--- src/rtl/prv_trap_sequencer.sv ---
// prv_trap_sequencer
// Prioritises synchronous exceptions, enabled interrupts and mret requests,
// waits for the pipeline to drain, then issues a single-cycle PC redirect
// together with the trap record used to update mcause/mepc/mtval.
// Optional build macro: PRV_INT_SYNC_EN -- when defined, int_lines pass
// through a two-flop synchroniser before masking (adds two cycles of
// interrupt-to-capture latency).
module prv_trap_sequencer #(
    parameter int NUM_INT = 16,
    parameter int NUM_EXC = 16,
    parameter int XLEN    = 32
) (
    input  logic               CLK,
    input  logic               nRST,
    input  logic [NUM_EXC-1:0] exc_vec,
    input  logic [XLEN-1:0]    exc_epc,
    input  logic [XLEN-1:0]    exc_tval,
    input  logic [NUM_INT-1:0] int_lines,
    input  logic [NUM_INT-1:0] int_en,
    input  logic               glob_ie,
    input  logic [XLEN-1:0]    int_epc,
    input  logic               ret,
    input  logic [XLEN-1:0]    mepc_in,
    input  logic [XLEN-1:0]    mtvec_in,
    input  logic               pipe_clear,
    output logic               insert_pc,
    output logic [XLEN-1:0]    priv_pc,
    output logic               intr,
    output logic               trap_valid,
    output logic [XLEN-1:0]    trap_cause,
    output logic [XLEN-1:0]    trap_epc,
    output logic [XLEN-1:0]    trap_tval,
    output logic               busy
);

    // Cause codes never exceed 31, so five bits hold any index.
    localparam int CW = 5;

    // Fixed-priority orders; earlier entries win.
    localparam int EXC_PRI [0:10] = '{3, 1, 2, 0, 8, 9, 11, 6, 4, 7, 5};
    localparam int INT_PRI [0:5]  = '{11, 3, 7, 9, 1, 5};

    typedef enum logic [1:0] {
        IDLE   = 2'b00,
        DRAIN  = 2'b01,
        INSERT = 2'b10
    } state_e;

    state_e          state_q, state_d;
    logic            intr_q, intr_d;
    logic            ret_q, ret_d;
    logic [CW-1:0]   cause_q, cause_d;
    logic [XLEN-1:0] epc_q, epc_d;
    logic [XLEN-1:0] tval_q, tval_d;

    logic [NUM_INT-1:0] int_src_s;
    logic               exc_pend_s;
    logic               int_take_s;
    logic [XLEN-1:0]    base_s;
    logic [XLEN-1:0]    cause_ext_s;

    // Exception select: listed causes in table order, then the rest lowest index first.
    function automatic logic [CW-1:0] pick_exc(input logic [NUM_EXC-1:0] v);
        logic [31:0]   vx;
        logic [CW-1:0] sel;
        logic          listed;
        vx  = 32'(v);
        sel = {CW{1'b0}};
        for (int i = 31; i >= 0; i--) begin
            listed = 1'b0;
            for (int k = 0; k < 11; k++) begin
                listed = listed | (EXC_PRI[k] == i);
            end
            sel = (vx[i] && !listed) ? CW'(i) : sel;
        end
        for (int k = 10; k >= 0; k--) begin
            sel = vx[EXC_PRI[k]] ? CW'(EXC_PRI[k]) : sel;
        end
        return sel;
    endfunction

    // Interrupt select: listed lines in table order, then the rest highest index first.
    function automatic logic [CW-1:0] pick_int(input logic [NUM_INT-1:0] v);
        logic [31:0]   vx;
        logic [CW-1:0] sel;
        logic          listed;
        vx  = 32'(v);
        sel = {CW{1'b0}};
        for (int i = 0; i < 32; i++) begin
            listed = 1'b0;
            for (int k = 0; k < 6; k++) begin
                listed = listed | (INT_PRI[k] == i);
            end
            sel = (vx[i] && !listed) ? CW'(i) : sel;
        end
        for (int k = 5; k >= 0; k--) begin
            sel = vx[INT_PRI[k]] ? CW'(INT_PRI[k]) : sel;
        end
        return sel;
    endfunction

`ifdef PRV_INT_SYNC_EN
    logic [NUM_INT-1:0] int_sync1_q;
    logic [NUM_INT-1:0] int_sync2_q;

    // Two-flop synchroniser for the asynchronous interrupt request lines.
    always_ff @(posedge CLK or negedge nRST) begin
        if (!nRST) begin
            int_sync1_q <= {NUM_INT{1'b0}};
            int_sync2_q <= {NUM_INT{1'b0}};
        end else begin
            int_sync1_q <= int_lines;
            int_sync2_q <= int_sync1_q;
        end
    end

    assign int_src_s = int_sync2_q;
`else
    assign int_src_s = int_lines;
`endif

    assign exc_pend_s = |exc_vec;
    assign int_take_s = glob_ie & (|(int_src_s & int_en));

    // State and captured trap record.
    always_ff @(posedge CLK or negedge nRST) begin
        if (!nRST) begin
            state_q <= IDLE;
            intr_q  <= 1'b0;
            ret_q   <= 1'b0;
            cause_q <= {CW{1'b0}};
            epc_q   <= {XLEN{1'b0}};
            tval_q  <= {XLEN{1'b0}};
        end else begin
            state_q <= state_d;
            intr_q  <= intr_d;
            ret_q   <= ret_d;
            cause_q <= cause_d;
            epc_q   <= epc_d;
            tval_q  <= tval_d;
        end
    end

    // Next-state and capture logic; only IDLE accepts new events.
    always_comb begin
        state_d = state_q;
        intr_d  = intr_q;
        ret_d   = ret_q;
        cause_d = cause_q;
        epc_d   = epc_q;
        tval_d  = tval_q;
        case (state_q)
            IDLE: begin
                if (exc_pend_s) begin
                    state_d = DRAIN;
                    intr_d  = 1'b0;
                    ret_d   = 1'b0;
                    cause_d = pick_exc(exc_vec);
                    epc_d   = exc_epc;
                    tval_d  = exc_tval;
                end else if (int_take_s) begin
                    state_d = DRAIN;
                    intr_d  = 1'b1;
                    ret_d   = 1'b0;
                    cause_d = pick_int(int_src_s & int_en);
                    epc_d   = int_epc;
                    tval_d  = {XLEN{1'b0}};
                end else if (ret) begin
                    state_d = DRAIN;
                    intr_d  = 1'b0;
                    ret_d   = 1'b1;
                    cause_d = {CW{1'b0}};
                    epc_d   = mepc_in;
                    tval_d  = {XLEN{1'b0}};
                end else begin
                    state_d = IDLE;
                end
            end
            DRAIN: begin
                if (pipe_clear) begin
                    state_d = INSERT;
                end else begin
                    state_d = DRAIN;
                end
            end
            INSERT: begin
                state_d = IDLE;
            end
            default: begin
                state_d = IDLE;
            end
        endcase
    end

    assign base_s      = {mtvec_in[XLEN-1:2], 2'b00};
    assign cause_ext_s = XLEN'(cause_q);

    // Redirect and trap record, driven only during INSERT; mtvec is read live here.
    always_comb begin
        insert_pc  = 1'b0;
        priv_pc    = {XLEN{1'b0}};
        intr       = 1'b0;
        trap_valid = 1'b0;
        trap_cause = {XLEN{1'b0}};
        trap_epc   = {XLEN{1'b0}};
        trap_tval  = {XLEN{1'b0}};
        busy       = (state_q != IDLE);
        if (state_q == INSERT) begin
            insert_pc = 1'b1;
            if (ret_q) begin
                priv_pc = epc_q;
            end else begin
                if (intr_q && (mtvec_in[1:0] == 2'b01)) begin
                    priv_pc = base_s + (cause_ext_s << 2'd2);
                end else begin
                    priv_pc = base_s;
                end
                intr                   = intr_q;
                trap_valid             = 1'b1;
                trap_cause             = cause_ext_s;
                trap_cause[XLEN-1]     = intr_q;
                trap_epc               = epc_q;
                trap_tval              = tval_q;
            end
        end else begin
            insert_pc = 1'b0;
        end
    end

endmodule

--- config.mk ---
export PLATFORM = sky130hd
export DESIGN_NAME = prv_trap_sequencer
export DESIGN_NICKNAME = d
export VERILOG_FILES = /design/src/rtl/prv_trap_sequencer.sv
export SDC_FILE = /design/constraint.sdc
export NUM_CORES = 1
export LEC_CHECK = 0
export ABC_AREA = 1
export ABC_CLOCK_PERIOD_IN_PS = 6400
export BUFFER_PORTS_ARGS = -buffer_cell sky130_fd_sc_hd__buf_4
export CORE_AREA = 3 3 133 135
export DETAILED_ROUTE_END_ITERATION = 8
export DIE_AREA = 0 0 136 138
export PLACE_DENSITY = 0.71
export RECOVER_POWER = 100
export SLEW_MARGIN = 0
export SYNTH_ARGS = -nofsm -noshare
export SYNTH_HDL_FRONTEND = slang
export SYNTH_SLANG_ARGS = --single-unit
export TNS_END_PERCENT = 50
--- constraint.sdc ---
create_clock -name CLK -period 6.4 [get_ports CLK]
set_clock_uncertainty 0.05 [all_clocks]
set_input_delay 1.28 -clock CLK [delete_from_list [all_inputs] [get_ports CLK]]
set_output_delay 1.28 -clock CLK [all_outputs]
set_load 0.005 [all_outputs]
==> flow_metrics.py <==
metrics = {
    "status": {
        "outcome": "complete, but fails checks",
        "violations": "capacitance limit, slew limit",
    },
    "finish": {
        "fillerInstances": 1810,
        "antenna_cells": 0,
        "regArea_um2": 1802,
        "layout_commonest_cell": "nand2_1",
        "num-nets-final": 1531,
        "final_layout_size_suffix_gt1_share_pct": 27.24,
        "multi_input_area_um2": 3691,
        "syn_to_final_growth_pct": 34.35,
        "final_cell_mix": "351 x nand2_1, 220 x buf_4, 124 x nor2_1",
    },
    "power_and_ir_drop": {
        "fin_total_pwr_w": 0.002427,
        "p_per_area_nw_per_um2": 276.0,
        "p_leak_nw": 4.722,
        "ir_drop_v": 0.0002081,
    },
    "routing": {
        "viasPerCell": 4.906,
        "top_layer": "met4",
        "ant_nets": 0,
        "wl_mm": 24.44,
        "post-route-drc-count": 0,
        "wl_met1_mm": 10.20,
        "wl_met3_mm": 2.176,
        "wl_met2_mm": 11.51,
        "dr.pass1.iters": 6,
        "routed-via-count": 7546,
        "drt-initial-drc-count": 538,
        "wl_per_cell_um": 15.89,
    },
    "synthesis": {
        "ys_ff_latch": 72,
        "yosysSeqAreaShare_pct": 27.53,
        "synth_top_cell_by_area": "dfrtp_1",
        "synthFlopType": "dfrtp_1",
        "synth_edf_count": 0,
        "synth_top_area_share_pct": 27.53,
        "synthTopCellsByArea": "dfrtp_1 28%, nand2_1 20%, nand3_1 7.5%",
        "syn_avg_cell_area_um2": 6.330,
        "synth_area_um2": 6545,
        "async_reset_ff_share_pct": 100.0,
        "syn_inst": 1034,
        "ys_types": 38,
        "yosys_warnings": 0,
    },
    "setup_path": {
        "startpoint_type": "register",
        "setup.worst_path.end_class": "primary output",
        "r2r_cells": 6,
        "required_ns": 5.07,
        "path_depth": 8,
        "slowest_stage": "clkbuf_1",
        "crit_arrival_ns": 3.89,
        "slowest_delay_ns": 0.82,
        "worstPathBufferInverterCount": 5,
        "cp_top_family": "buffers and inverters",
        "critPathMaxFanout": 45,
        "crit_chain": "inv_1 > nor2_1 > clkbuf_1 > inv_1 > nor2_2 > inv_2 > nor2_1 > clkbuf_4",
        "crit_type": "reg2out",
    },
    "floorplanning": {
        "core-area_um2": 16580,
        "io_pins": 345,
        "dieArea_um2": 18770,
        "start_util_pct": 39.47,
        "rows": 47,
        "die_h_um": 138,
        "die_w_um": 136,
    },
    "sta": {
        "relSlewSlack_pct": -174.1,
        "min_period_ns": 5.215,
        "worstMarginPinSlew_ns": 4.112,
        "finalHoldWorstSlack_ns": 0.4479,
        "setup_violations": 0,
        "drv_slew": 107,
        "grt_setup_unrepaired": "false",
        "fin_tns_setup_ns": 0,
        "min_period_over_period_pct": 81.49,
        "clock.fmax_ghz": 0.1917,
        "final_hold_viol_count": 0,
    },
    "global_routing": {
        "grt_pass1_vias": 7017,
        "grt_overflow_total": 0,
        "grt_max_degree": 112,
        "gr-usage-all-layers_pct": 25.16,
        "grt_pass1_wl_mm": 37.54,
        "antenna_found_initial": 0,
    },
    "place": {
        "place.gp.congestion": 0.9710,
        "portBuffers": 317,
        "dp_hpwl_mm": 19.18,
    },
    "flow_run": {
        "cap_violations": 2,
    },
    "clocking": {
        "clk_latency_ns": 0.33,
        "cts_tree": "built",
        "numCtsBuffers": 9,
        "clock_path_buffers": 2,
        "cts_htree_levels": 3,
        "postCtsSetupBuffers": 0,
        "ctsHoldBuffers": 0,
        "cts-root-buf": "clkbuf_16",
        "cts.sinks": 72,
        "cts_resized": 0,
        "clk_pin_slew_worst_paths_ns": 0.06,
    },
    "hold_path": {
        "hold_depth": 2,
        "hp-class": "reg2reg",
    },
}
[final timing paths]
check,to,start,slack [ns]
setup reg to reg,epc_q[29],state_q[1],3.63
max in group asynchronous,ret_q,nRST,1.66
hold reg to reg,epc_q[1],epc_q[1],0.45
hold / removal,epc_q[1],epc_q[1],0.45
setup / recovery,trap_tval[15],state_q[1],1.18
min in group asynchronous,tval_q[24],nRST,2.33
[logic make-up (layout without fill, tap and decap cells)]
group / Yosys count / in the layout / share of synthesized area [%]
buffers and inverters: 185 / 443 / 14.72
XOR/XNOR: 3 / 3 / 0.4015
AND/OR/NAND/NOR: 647 / 647 / 44.29
AO/OA/AOI/OAI: 121 / 121 / 11.93
adder cells (fa/ha/maj): 5 / 5 / 1.071
other: 1 / 27 / 0.05730
flip-flops: 72 / 72 / 27.53
[state kept, by name (all words and copies together) (netlist names)]
| name | cells |
|---|---|
| state_q | 2 |
| cause_q | 4 |
| tval_q | 32 |
| intr_q | 1 |
| epc_q | 32 |
| ret_q | 1 |
[tightest hold or removal path, cell delays in order (launching register included)]
cell	delay, ns
dfrtp_1	0.34
nand2_1	0.06
nand3_2	0.06
[cell usage after synthesis (4+ instances only)]
library cell,n
buf_6,18
buf_4,34
o211ai_1,6
nor2_1,121
o21ai_0,43
a21oi_1,28
nor2_4,5
o21ai_2,35
nor3_1,12
ha_1,4
dfrtp_1,72
nand3_1,98
nand4_1,8
nand3_2,30
nand2_2,9
clkbuf_1,18
inv_1,103
nor2_2,6
o21ai_1,4
inv_2,4
buf_2,5
nand2_1,349
[layer usage]
metal | vias up | track usage, %
li1 | 3772 | -
met1 | 3379 | 33.84
met2 | 356 | 40.76
met3 | 39 | 5.196
met4 | 0 | 7.480
met5 | - | 0
[metrics by stage]
stage | util [%] | instance area, um^2 | instances | setup WS (ns)
final | 53.03 | 8793 | 1538 | 1.185
after global routing | 53.03 | 8793 | 1538 | 0.8309
after CTS | 54.69 | 9070 | 1538 | 1.822
after detailed placement | 52.89 | 8771 | 1522 | 1.815
after global placement | 52.89 | 8771 | 1522 | 1.854
after floorplan | - | 6643 | 1060 | 2.421
[where the power goes]
part           total [W]  internal [W]  switching, W
Clock           0.000509      0.000312      0.000197
Combinational    0.00109      0.000424      0.000671
Sequential      0.000823      0.000669      0.000153
[layout make-up]
class	instances	share of cell area, %
clock buffer	11	2.760
clock inverter	5	0.6403
inverter	107	4.567
multi-input combinational	803	41.97
sequential	72	20.49
tap	220	3.130
timing repair buffer	320	26.44
Power figures use the tool's default switching activity.
